### src/rtl/i2c_multi_slave_addr_decoder_pkg.sv
// Shared constants and the decoder state type for the multi-slave I2C
// address decoder.
package i2c_multi_slave_addr_decoder_pkg;

   localparam int I2C_ADDR_WIDTH = 7;
   localparam logic [I2C_ADDR_WIDTH-1:0] I2C_GEN_CALL_ADDR = 7'h00;

   localparam int MAX_NO_OF_SLAVES  = 16;
   localparam int DEF_NO_OF_SLAVES  = 1;
   localparam int DEF_NO_OF_MASTERS = 1;

   typedef enum logic [2:0] {
      IDLE,
      ADDR,
      ACK,
      ACTIVE,
      IGNORE
   } i2c_state_e;

endpackage

### src/rtl/i2c_bus_cond_detect.sv
// I2C bus condition detector: synchronises SCL/SDA into the pclk domain
// and produces single-cycle SCL rise/fall strobes and START/STOP strobes.
// Ports:
//   i_clk, i_rst_n      : system clock, synchronous active-low reset
//   i_scl, i_sda        : raw pad lines
//   o_sda               : synchronised SDA, aligned with the strobes
//   o_scl_rise/o_scl_fall : SCL edge strobes
//   o_start/o_stop      : START / STOP condition strobes
module i2c_bus_cond_detect #(
   parameter int SYNC_STAGES = 2
) (
   input  logic i_clk,
   input  logic i_rst_n,
   input  logic i_scl,
   input  logic i_sda,
   output logic o_sda,
   output logic o_scl_rise,
   output logic o_scl_fall,
   output logic o_start,
   output logic o_stop
);

   logic [SYNC_STAGES-1:0] r_scl_sync;
   logic [SYNC_STAGES-1:0] r_sda_sync;
   logic                   r_scl_d;
   logic                   r_sda_d;
   logic                   w_scl;
   logic                   w_sda;

   // Lines idle high, so every flop resets to 1 to avoid a false edge.
   always_ff @(posedge i_clk) begin
      if (!i_rst_n) begin
         r_scl_sync <= '1;
         r_sda_sync <= '1;
         r_scl_d    <= 1'b1;
         r_sda_d    <= 1'b1;
      end else begin
         r_scl_sync <= {r_scl_sync[SYNC_STAGES-2:0], i_scl};
         r_sda_sync <= {r_sda_sync[SYNC_STAGES-2:0], i_sda};
         r_scl_d    <= w_scl;
         r_sda_d    <= w_sda;
      end
   end

   assign w_scl = r_scl_sync[SYNC_STAGES-1];
   assign w_sda = r_sda_sync[SYNC_STAGES-1];

   assign o_sda      = w_sda;
   assign o_scl_rise = w_scl & ~r_scl_d;
   assign o_scl_fall = ~w_scl & r_scl_d;
   // SCL must be high on both samples so an SDA change coinciding with an
   // SCL edge is never mistaken for a bus condition.
   assign o_start    = w_scl & r_scl_d & r_sda_d & ~w_sda;
   assign o_stop     = w_scl & r_scl_d & ~r_sda_d & w_sda;

endmodule

### src/rtl/i2c_multi_slave_addr_decoder.sv
// Multi-slave I2C address decoder: detects START/Sr/STOP, shifts in the
// address byte, compares it against NO_OF_SLAVES programmable addresses,
// drives the ACK and holds a one-hot slave select until the transaction ends.
// Ports:
//   pclk, areset        : system clock, synchronous active-low reset
//   scl_i, sda_i        : raw pad lines
//   sda_oe              : 1 pulls SDA low (ACK)
//   slave_addr_i        : packed 7-bit addresses, slave k at [7k+6:7k]
//   slave_en_i          : per-slave enable
//   slave_sel_o         : one-hot select (enabled set on general call)
//   rw_o                : R/W bit of the matched address byte
//   addr_match_o        : pulse when a match is ACKed
//   gen_call_o          : general-call transaction active
//   start_o, stop_o     : START/Sr and STOP pulses
//   busy_o              : high from START until STOP
//
// state  | meaning
// IDLE   | bus free, waiting for START
// ADDR   | shifting in the address byte, compare once 8 bits are in
// ACK    | matched; drive ACK for the 9th SCL clock
// ACTIVE | select held, data phase owned by the slave
// IGNORE | not addressed, wait for START/STOP
module i2c_multi_slave_addr_decoder
   import i2c_multi_slave_addr_decoder_pkg::*;
#(
   parameter int NO_OF_SLAVES = DEF_NO_OF_SLAVES,
   parameter int GEN_CALL_EN  = 0,
   parameter int SYNC_STAGES  = 2
) (
   input  logic                                   pclk,
   input  logic                                   areset,
   input  logic                                   scl_i,
   input  logic                                   sda_i,
   output logic                                   sda_oe,
   input  logic [NO_OF_SLAVES*I2C_ADDR_WIDTH-1:0] slave_addr_i,
   input  logic [NO_OF_SLAVES-1:0]                slave_en_i,
   output logic [NO_OF_SLAVES-1:0]                slave_sel_o,
   output logic                                   rw_o,
   output logic                                   addr_match_o,
   output logic                                   gen_call_o,
   output logic                                   start_o,
   output logic                                   stop_o,
   output logic                                   busy_o
);

   logic w_sda;
   logic w_scl_rise;
   logic w_scl_fall;
   logic w_start;
   logic w_stop;

   i2c_bus_cond_detect #(
      .SYNC_STAGES (SYNC_STAGES)
   ) u_bus_cond (
      .i_clk      (pclk),
      .i_rst_n    (areset),
      .i_scl      (scl_i),
      .i_sda      (sda_i),
      .o_sda      (w_sda),
      .o_scl_rise (w_scl_rise),
      .o_scl_fall (w_scl_fall),
      .o_start    (w_start),
      .o_stop     (w_stop)
   );

   i2c_state_e              r_state;
   logic [7:0]              r_shift;
   logic [3:0]              r_bit_cnt;
   logic [NO_OF_SLAVES-1:0] r_sel;
   logic                    r_rw;
   logic                    r_gen_call;
   logic                    r_sda_oe;
   logic                    r_addr_match;
   logic                    r_start;
   logic                    r_stop;
   logic                    r_busy;

   logic [NO_OF_SLAVES-1:0] w_match_vec;
   logic [NO_OF_SLAVES-1:0] w_match_1h;
   logic [NO_OF_SLAVES-1:0] w_sel_next;
   logic                    w_gen_call_hit;
   logic                    w_ack;

   // Address 0x00 is reserved for the general call and never matches a
   // programmed slave address.
   always_comb begin
      w_match_vec = '0;
      for (int k = 0; k < NO_OF_SLAVES; k++) begin
         w_match_vec[k] = slave_en_i[k] &&
                          (r_shift[7:1] != I2C_GEN_CALL_ADDR) &&
                          (slave_addr_i[k*I2C_ADDR_WIDTH +: I2C_ADDR_WIDTH] == r_shift[7:1]);
      end
   end

   // x & -x isolates the lowest set bit: lowest slave index wins.
   assign w_match_1h     = w_match_vec & (~w_match_vec + NO_OF_SLAVES'(1));
   assign w_gen_call_hit = (GEN_CALL_EN != 0) &&
                           (r_shift == {I2C_GEN_CALL_ADDR, 1'b0}) &&
                           (|slave_en_i);
   assign w_sel_next     = w_gen_call_hit ? slave_en_i : w_match_1h;
   assign w_ack          = w_gen_call_hit || (|w_match_vec);

   always_ff @(posedge pclk) begin
      if (!areset) begin
         r_state      <= IDLE;
         r_shift      <= '0;
         r_bit_cnt    <= '0;
         r_sel        <= '0;
         r_rw         <= 1'b0;
         r_gen_call   <= 1'b0;
         r_sda_oe     <= 1'b0;
         r_addr_match <= 1'b0;
         r_start      <= 1'b0;
         r_stop       <= 1'b0;
         r_busy       <= 1'b0;
      end else begin
         r_start      <= 1'b0;
         r_stop       <= 1'b0;
         r_addr_match <= 1'b0;
         if (w_stop) begin
            r_state    <= IDLE;
            r_stop     <= 1'b1;
            r_busy     <= 1'b0;
            r_shift    <= '0;
            r_bit_cnt  <= '0;
            r_sel      <= '0;
            r_rw       <= 1'b0;
            r_gen_call <= 1'b0;
            r_sda_oe   <= 1'b0;
         end else if (w_start) begin
            r_state    <= ADDR;
            r_start    <= 1'b1;
            r_busy     <= 1'b1;
            r_shift    <= '0;
            r_bit_cnt  <= '0;
            r_sel      <= '0;
            r_rw       <= 1'b0;
            r_gen_call <= 1'b0;
            r_sda_oe   <= 1'b0;
         end else begin
            case (r_state)
               ADDR: begin
                  // Compare the cycle after the 8th rise; SCL cannot fall
                  // that soon given the oversampling ratio.
                  if (r_bit_cnt == 4'd8) begin
                     if (w_ack) begin
                        r_sel      <= w_sel_next;
                        r_rw       <= r_shift[0];
                        r_gen_call <= w_gen_call_hit;
                        r_state    <= ACK;
                     end else begin
                        r_state    <= IGNORE;
                     end
                  end else if (w_scl_rise) begin
                     r_shift   <= {r_shift[6:0], w_sda};
                     r_bit_cnt <= r_bit_cnt + 4'd1;
                  end
               end
               ACK: begin
                  // First fall starts the ACK clock, second fall ends it.
                  if (w_scl_fall) begin
                     if (!r_sda_oe) begin
                        r_sda_oe     <= 1'b1;
                        r_addr_match <= 1'b1;
                     end else begin
                        r_sda_oe <= 1'b0;
                        r_state  <= ACTIVE;
                     end
                  end
               end
               default: begin
               end
            endcase
         end
      end
   end

   assign sda_oe       = r_sda_oe;
   assign slave_sel_o  = r_sel;
   assign rw_o         = r_rw;
   assign addr_match_o = r_addr_match;
   assign gen_call_o   = r_gen_call;
   assign start_o      = r_start;
   assign stop_o       = r_stop;
   assign busy_o       = r_busy;

endmodule

### config.mk
export PLATFORM = sky130hd
export DESIGN_NAME = i2c_multi_slave_addr_decoder
export DESIGN_NICKNAME = d
export VERILOG_FILES = /design/src/rtl/i2c_multi_slave_addr_decoder_pkg.sv /design/src/rtl/i2c_bus_cond_detect.sv /design/src/rtl/i2c_multi_slave_addr_decoder.sv
export SDC_FILE = /design/constraint.sdc
export NUM_CORES = 1
export LEC_CHECK = 0
export BUFFER_PORTS_ARGS = -buffer_cell sky130_fd_sc_hd__clkbuf_2
export CORE_MARGIN = 2
export CORE_UTILIZATION = 25
export CTS_BUF_LIST = sky130_fd_sc_hd__clkbuf_8
export DETAILED_ROUTE_END_ITERATION = 7
export GPL_TIMING_DRIVEN = 1
export HOLD_SLACK_MARGIN = 0.05
export MAX_ROUTING_LAYER = met4
export PLACE_DENSITY_LB_ADDON = 0.15
export SLEW_MARGIN = 40
export SYNTH_ARGS = -nofsm -noshare
export SYNTH_HDL_FRONTEND = slang
export SYNTH_SLANG_ARGS = --single-unit
### constraint.sdc
create_clock -name pclk -period 2.99 [get_ports pclk]
set_input_delay 0.299 -clock pclk [delete_from_list [all_inputs] [get_ports pclk]]
set_output_delay 0.299 -clock pclk [all_outputs]
set_load 0.05 [all_outputs]
==> Word-level counts from Yosys, hierarchy flattened <==
Index checks and enable logic that the tools add are counted.
{ "totals": {"ff_bits": 28, "inputBits": 12, "output_inout_bits": 8, "elab_cells": 66} }
{ "op_classes": {"n_addsub": 2, "n_eq_ne": 10, "mux": 9, "bitwise_logic": 17, "reduce_logical": 13} }
{ "ops": {"columns": ["operator", "n"], "rows": [
  ["3-bit two-way mux", 4],
  ["1-bit NOT", 9],
  ["1-bit bitwise AND", 8],
  ["4-bit AND reduction", 2],
  ["7-bit equality test", 1],
  ["7-bit nonzero test", 1],
  ["3-bit by 2-bit inequality test with 1-bit output (second input constant)", 2],
  ["3-bit case mux with 2 select lines", 1],
  ["3-bit AND reduction", 2],
  ["5-bit OR reduction", 1],
  ["4-bit by 1-bit adder with 4-bit output (second input constant)", 1],
  ["4-bit equality test (second input constant)", 1],
  ["1-bit two-way mux", 4],
  ["2-bit inequality test (second input constant)", 2],
  ["3-bit by 1-bit equality test with 1-bit output (second input constant)", 1],
  ["3-bit by 2-bit equality test with 1-bit output (second input constant)", 1],
  ["3-bit by 1-bit inequality test with 1-bit output (second input constant)", 1],
  ["3-bit nonzero test", 1],
  ["3-bit OR reduction", 1],
  ["1-bit logical AND", 2],
  ["2-bit by 1-bit inequality test with 1-bit output (second input constant)", 1],
  ["2-bit AND reduction", 1],
  ["2-bit nonzero test", 1],
  ["2-bit OR reduction", 1],
  ["1-bit adder (second input constant)", 1]
]} }

==> Longest topological paths before layout <==
Gate-level depths: netlist of the first run.
{ "logic_depth": {"ltp_word": 7, "depth_mapped": 7, "depth_no_buf": 7} }

==> Hierarchy <==
Synthesis of the first run repeated with hierarchy kept, for this count alone.
{ "hier_totals": {"hier_cells": 118, "hier_area_um2": 1164.9} }
{ "modules_own_cells": {"columns": ["mod", "n_inst", "cells_each", "area_each_um2", "seq_area_each_um2"], "rows": [
  ["i2c_multi_slave_addr_decoder", 1, 102, 974.7, 440.4],
  ["i2c_bus_cond_detect", 1, 16, 190.2, 120.1]
]} }

==> Least setup slack after synthesis of the first run <==
Ideal clock, no wire load.
{ "synth_timing": {"path_kind": "flip-flop to flip-flop", "from": "reg r_state[2]", "to": "reg r_shift[0]", "setup_ns": 0.135, "arrival_time_ns": 1.604, "t_required_ns": 2.855, "setup_slack_ns": 1.252, "stages_incl_launch_ff": 6, "n_path_buf": 1, "synth_period_minus_slack_ns": 1.738, "path_cell_list": "dfxtp_1 -> or3b_1 -> or4b_4 -> buf_2 -> mux2i_1 -> nor2_1"} }
{ "synth_via": {"elab_chain_len": 2} }
{ "synth_rtl": {"columns": ["item", "line", "source"], "rows": [
  ["start, declared", "i2c_multi_slave_addr_decoder.sv:66", "i2c_state_e r_state;"],
  ["start signal, assigned", "i2c_multi_slave_addr_decoder.sv:105", "r_state <= IDLE;"],
  ["start signal, assigned", "i2c_multi_slave_addr_decoder.sv:121", "r_state <= IDLE;"],
  ["start signal, assigned", "i2c_multi_slave_addr_decoder.sv:131", "r_state <= ADDR;"],
  ["3-bit by 1-bit equality test with 1-bit output", "i2c_multi_slave_addr_decoder.sv:141", "case (r_state)"],
  ["3-bit AND reduction (no line)", null, null],
  ["end signal, assigned", "i2c_multi_slave_addr_decoder.sv:155", "r_shift <= {r_shift[6:0], w_sda};"],
  ["end, declared", "i2c_multi_slave_addr_decoder.sv:67", "logic [7:0] r_shift;"]
]} }
Every way passes these cells.
A chain may end at the register's enable or synchronous reset.

==> Worst setup path after layout of the first run <==
{ "layout_timing": {"from": "reg r_state[0]", "to": "reg r_bit_cnt[3]"} }
{ "layout_via": {"elab_chain_len": 2} }
{ "layout_rtl": {"columns": ["item", "line", "source"], "rows": [
  ["3-bit by 1-bit equality test with 1-bit output", "i2c_multi_slave_addr_decoder.sv:141", null],
  ["3-bit AND reduction (no line)", null, null],
  ["end signal, assigned", "i2c_multi_slave_addr_decoder.sv:156", "r_bit_cnt <= r_bit_cnt + 4'd1;"],
  ["end, declared", "i2c_multi_slave_addr_decoder.sv:68", "logic [3:0] r_bit_cnt;"]
]} }
Every way passes these cells.

==> flow_summary.json, run 1 <==
{
  "run_status": "completed",
  "synth_cell_types": 31,
  "maxCapViolations": 0,
  "yosys.area.top_type": "dfxtp_1",
  "synth_async_sr_flop_share_pct": 0,
  "die_area_um2": 5210,
  "p_clk_share_pct": 41.0,
  "h-tree-depth": 1,
  "cts_tree": "built",
  "drive_gt1_share_pct": 16.8,
  "wirelength_um": 2110,
  "synth_cells": 124,
  "top_layer": "met4",
  "yosys_warnings": 0,
  "wire_per_inst_um": 10.8,
  "cts.repair.resized": 0,
  "worst_pin_slew_ns": 0.592,
  "synth.area.top_cells": "dfxtp_1 (48%), mux2i_1 (8.6%), xnor2_1 (8.3%)",
  "seq_power_share_pct": 53.0,
  "p_sw_share_pct": 20.4,
  "grt_max_degree": 19,
  "cts_hold_buf": 0,
  "firstDrtPassIters": 4,
  "fp-row-count": 24,
  "areaGrowthSynthToFinish_pct": 18.4,
  "relSlewSlack_pct": 60.0,
  "tns_ns": 0,
  "grt_pass1_wl_um": 3710,
  "power_w": 0.000722,
  "path_clk_slew_ns": 0.09,
  "netSwitchingPower_w": 0.000148,
  "insertion_delay_ns": 0.27,
  "numCtsBuffers": 3,
  "cp-end-kind": "flip-flop",
  "hold_class": "primary input to flip-flop",
  "ctsLongestPathBuffers": 2,
  "syn_area_um2": 1160,
  "fillCellCount": 470,
  "drc": 0,
  "critPathKind": "flip-flop to flip-flop",
  "root_buffer": "clkbuf_8",
  "io_pins": 20,
  "peakVddDrop_uv": 188,
  "skew_ns": 0.00313,
  "fin_crit_sh_pct": 66.2,
  "p_comb_share_pct": 6.0,
  "syn_avg_cell_area_um2": 9.36,
  "power_leakage_nw": 0.596,
  "syn-num-nets": 138,
  "finalHoldViolations": 0,
  "grt_pass1_vias": 825,
  "yosysTopAreaCellShare_pct": 48.3,
  "grt_util_all_layers_pct": 9.18,
  "nNetsFinal": 158,
  "post-cts-setup-buffers": 0,
  "synth_edf_count": 0,
  "wl_met3_um": 79,
  "initial_utilization_pct": 26.3,
  "yosysSeqAreaShare_pct": 48.3,
  "worst_setup_path_start_kind": "flip-flop",
  "drtIter0Drc": 11,
  "fmax_ghz": 0.505,
  "powerDensity_nw_per_um2": 525,
  "port_buffers": 18,
  "cp_max_fo": 13,
  "grt_remaining_overflow": 0,
  "arrival_ns": 2.19,
  "p_int_w": 0.000575,
  "core_area_um2": 4410,
  "synthFlopType": "dfxtp_1",
  "setup_viol_count_final": 0,
  "drv_slew": 0,
  "diodes": 0,
  "die_width_um": 72.2,
  "dr_total_vias": 878,
  "layout_min_cycle_time_ns": 1.98,
  "gp_congestion": 0.682,
  "ys_ff_latch": 28,
  "rsz0062_at_grt": "no",
  "vias_per_cell": 4.50,
  "dp_hpwl_um": 1590,
  "routed-wl-met2_um": 1010,
  "critical_path_required_ns": 3.20,
  "wl_met1_um": 992,
  "die_y_um": 72.2,
  "ant_nets": 0,
  "clkSinkCount": 28,
  "antenna_found_initial": 0
}
[layer usage]
metal	global-route usage, %	vias to the layer above
li1	-	456
met1	11.6	405
met2	14.4	13
met3	1.81	4
met4	3.77	0
met5	-	-
[state kept, by name, indices dropped and copies added, names as in the netlist]
| register | flops |
|---|---|
| addr_match_o | 1 |
| busy_o | 1 |
| r_bit_cnt | 4 |
| r_shift | 8 |
| r_state | 3 |
| rw_o | 1 |
| sda_oe | 1 |
| slave_sel_o | 1 |
| start_o | 1 |
| stop_o | 1 |
| u_bus_cond.r_scl_d | 1 |
| u_bus_cond.r_scl_sync | 2 |
| u_bus_cond.r_sda_d | 1 |
| u_bus_cond.r_sda_sync | 2 |
[cell type report]
type                       count  area [um2]  area share (%)
clock buffer                   3        41.3            3.00
multi-input combinational     87         562            40.9
clock inverter                 1        30.0            2.18
timing repair buffer          19        97.6            7.10
tap                           52        65.1            4.73
inverter                       5        18.8            1.36
sequential                    28         561            40.8
[final timing paths]
kind                                          startpoint                       end  slack (ns)  cells past startpoint
worst max-delay path                          r_state[0]              r_bit_cnt[3]        1.01                      4
worst min-delay path                               sda_i  u_bus_cond.r_sda_sync[0]        0.20                      2
worst max register to register                r_state[0]              r_bit_cnt[3]        1.01                      4
worst min register to register  u_bus_cond.r_scl_sync[0]  u_bus_cond.r_scl_sync[1]        0.42                      1
[power by group through the flow]
stage | Combinational, W | Clock, W | Sequential, W
after floorplan | 0.0000261 | 0 | 0.000394
after global placement | 0.0000440 | 0 | 0.000391
after detailed placement | 0.0000446 | 0 | 0.000391
after CTS | 0.0000447 | 0.000314 | 0.000383
after global routing | 0.0000492 | 0.000324 | 0.000384
final | 0.0000437 | 0.000296 | 0.000383
[cell families after synthesis]
kind of cell | Yosys count | synth area share, %
AND/OR/NAND/NOR | 53 | 24.4
flip-flops | 28 | 48.3
XOR/XNOR | 11 | 8.30
AO/OA/AOI/OAI | 10 | 4.63
multiplexers | 10 | 8.62
buffers and inverters | 9 | 3.34
adder cells (fa/ha/maj) | 2 | 2.15
other | 1 | 0.323
[cell usage after synthesis (2+ instances only)]
library cell / count
or3_1: 2
nor2_1: 20
dfxtp_1: 28
nand3_1: 3
clkbuf_1: 2
or4_1: 2
mux2i_1: 10
xnor2_1: 11
nor3_1: 3
nand2b_1: 6
o21ai_0: 4
a21oi_1: 3
ha_1: 2
nand2_1: 5
inv_1: 5
nand4_1: 3
[layout by cell type (no fill, tap or decap), types with 2 or more instances in the layout]
master,instances
or3_1,2
nand3_1,3
dfxtp_1,28
nand4_1,3
nand2_1,5
mux2i_1,10
nor2_1,20
inv_1,5
xnor2_1,11
or4_1,2
clkbuf_2,18
a21oi_1,3
ha_1,2
nand2b_1,6
clkbuf_8,3
nor3_1,3
o21ai_0,4
[critical path: stages, from the launching register on]
cell	delay, ns
dfxtp_1	0.38
or3b_1	0.38
or4b_4	0.63
or3_1	0.39
a21oi_1	0.14
[through the flow]
step	utilization (%)	worst slack [ns]	hold slack (ns)	instances	instance area, um2
6_report	31.2	1.01	0.200	195	1380
4_1_cts	31.2	1.02	0.194	195	1380
2_1_floorplan	-	1.25	0.386	124	1160
3_3_place_gp	29.5	1.08	0.389	191	1300
3_5_place_dp	29.5	1.05	0.402	191	1300
5_1_grt	31.2	0.913	0.208	195	1380
(Power assumes the default switching activity.)
==> run 2: changes to the inputs <==
clock period = 1.8 ns   (was 2.99 ns; I/O delays follow)
==> run 2 against run 1 <==
- setup slack lost 0.96 ns
- die area is the same
- sequential share of layout area shrank 2.5 points
- largest cell class unchanged
==> flow_summary.json, run 2 (synthesis results as in run 1) <==
{
  "hold_slack_ns": 0.0932,
  "gp_congestion": 0.778,
  "diodes": 0,
  "ctsLongestPathBuffers": 2,
  "min_to": "u_bus_cond.r_scl_sync[0]",
  "vias_per_cell": 4.40,
  "whs_path_depth": 2,
  "peakVddDrop_uv": 328,
  "drv_slew": 0,
  "skew_ns": 0.00300,
  "insertion_delay_ns": 0.27,
  "io_pins": 20,
  "fmax_ghz": 0.572,
  "worst_setup_path_start_kind": "flip-flop",
  "ant_nets": 0,
  "crit_start": "r_state[1]",
  "rsz0062_at_grt": "yes",
  "die_width_um": 72.2,
  "arrival_ns": 1.96,
  "cts_tree": "built",
  "path_clk_slew_ns": 0.09,
  "grt_pass1_vias": 901,
  "holdCritStartpoint": "scl_i",
  "clkSinkCount": 28,
  "die_area_um2": 5210,
  "areaGrowthSynthToFinish_pct": 26.7,
  "r2r_start": "r_state[1]",
  "hold_class": "primary input to flip-flop",
  "r2r_end": "r_bit_cnt[3]",
  "layout_min_cycle_time_ns": 1.75,
  "h-tree-depth": 1,
  "fp-row-count": 24,
  "powerDensity_nw_per_um2": 711,
  "drive_gt1_share_pct": 27.3,
  "cp-end-kind": "flip-flop",
  "power_leakage_nw": 0.657,
  "r2r_cells": 4,
  "grt_util_all_layers_pct": 9.96,
  "run_status": "completed",
  "wire_per_inst_um": 10.8,
  "final_util_pct": 33.3,
  "grt_pass1_wl_um": 3950,
  "numCtsBuffers": 3,
  "drtIter0Drc": 40,
  "port_buffers": 18,
  "root_buffer": "clkbuf_8",
  "nNetsFinal": 170,
  "finalHoldViolations": 0,
  "cp_max_fo": 5,
  "grt_remaining_overflow": 0,
  "antenna_found_initial": 0,
  "largest_register_ffs": 8,
  "wirelength_um": 2230,
  "fin_crit_sh_pct": 97.1,
  "grt_max_degree": 19,
  "core_area_um2": 4410,
  "layout_commonest_cell": "dfxtp_1",
  "initial_utilization_pct": 26.3,
  "dr_total_vias": 907,
  "reg.largest.list": "r_shift (8), r_bit_cnt (4), r_state (3)",
  "die_y_um": 72.2,
  "maxCapViolations": 0,
  "critPathKind": "flip-flop to flip-flop",
  "setup_viol_count_final": 0,
  "rrSetupSlack_ns": 0.05,
  "regMostFlops": "r_shift",
  "dp_hpwl_um": 1720,
  "firstDrtPassIters": 3,
  "critical_path_required_ns": 2.01,
  "fillCellCount": 458,
  "layout_common_cells": "dfxtp_1 (26), nor2_1 (20), clkbuf_2 (18)",
  "drc": 0
}
-- run 2: where the power goes --
part           leakage [nW]  switching [W]  internal [W]
Combinational         0.408      0.0000469     0.0000352
Clock                0.0216       0.000180      0.000150
Sequential            0.228     0.00000613      0.000628
Total                 0.657       0.000233      0.000813
-- run 2: cell type report --
cell class                      count  area [um2]  share of cell area [%]
Clock buffer                        3        41.3                    2.81
Inverter                            5        18.8                    1.28
Multi-Input combinational cell     87         592                    40.2
Sequential cell                    28         563                    38.3
Tap cell                           52        65.1                    4.42
Timing Repair Buffer               31         191                    13.0
-- run 2: worst max-delay path by stage --
stage	endpoint	cells after the start	slack (ns)
6_report	r_bit_cnt[3]	4	0.05
3_3_place_gp	r_bit_cnt[3]	4	0.02
3_5_place_dp	r_bit_cnt[3]	4	0.003
5_1_grt	r_bit_cnt[3]	4	-0.02
2_1_floorplan	r_shift[0]	5	0.06
4_1_cts	r_bit_cnt[3]	4	0.01
-- run 2: routing by layer --
layer / track usage [%] / vias to the layer above / part of all wire (%)
met5: - / - / 0
met4: 3.14 / 0 / 1.4
met3: 3.33 / 5 / 3.8
met2: 16.7 / 14 / 49
met1: 11.1 / 409 / 46
li1: - / 479 / -
-- run 2: metrics by stage --
stage | total power, W | setup TNS [ns] | cells | area, um2 | setup WS [ns]
after floorplan | 0.000698 | 0 | 124 | 1160 | 0.0618
after global placement | 0.000726 | 0 | 200 | 1370 | 0.0206
after detailed placement | 0.000727 | 0 | 200 | 1370 | 0.00286
after CTS | 0.00106 | 0 | 206 | 1440 | 0.0127
after global routing | 0.00110 | -0.0424 | 206 | 1470 | -0.0157
final | 0.00105 | 0 | 206 | 1470 | 0.0521
-- run 2: what timing repair did --
item,4_1_cts,5_1_grt
hold buffers,0,0
endpoints found under the setup margin,3,11
gates cloned,0,0
buffers inserted,3,0
pin swaps,3,1
resized for setup,2,6
-- run 2: critical path: stages (launching register included) --
cell	delay [ns]
dfxtp_2	0.33
or3b_4	0.39
or4b_4	0.52
or3_1	0.32
a21oi_1	0.13
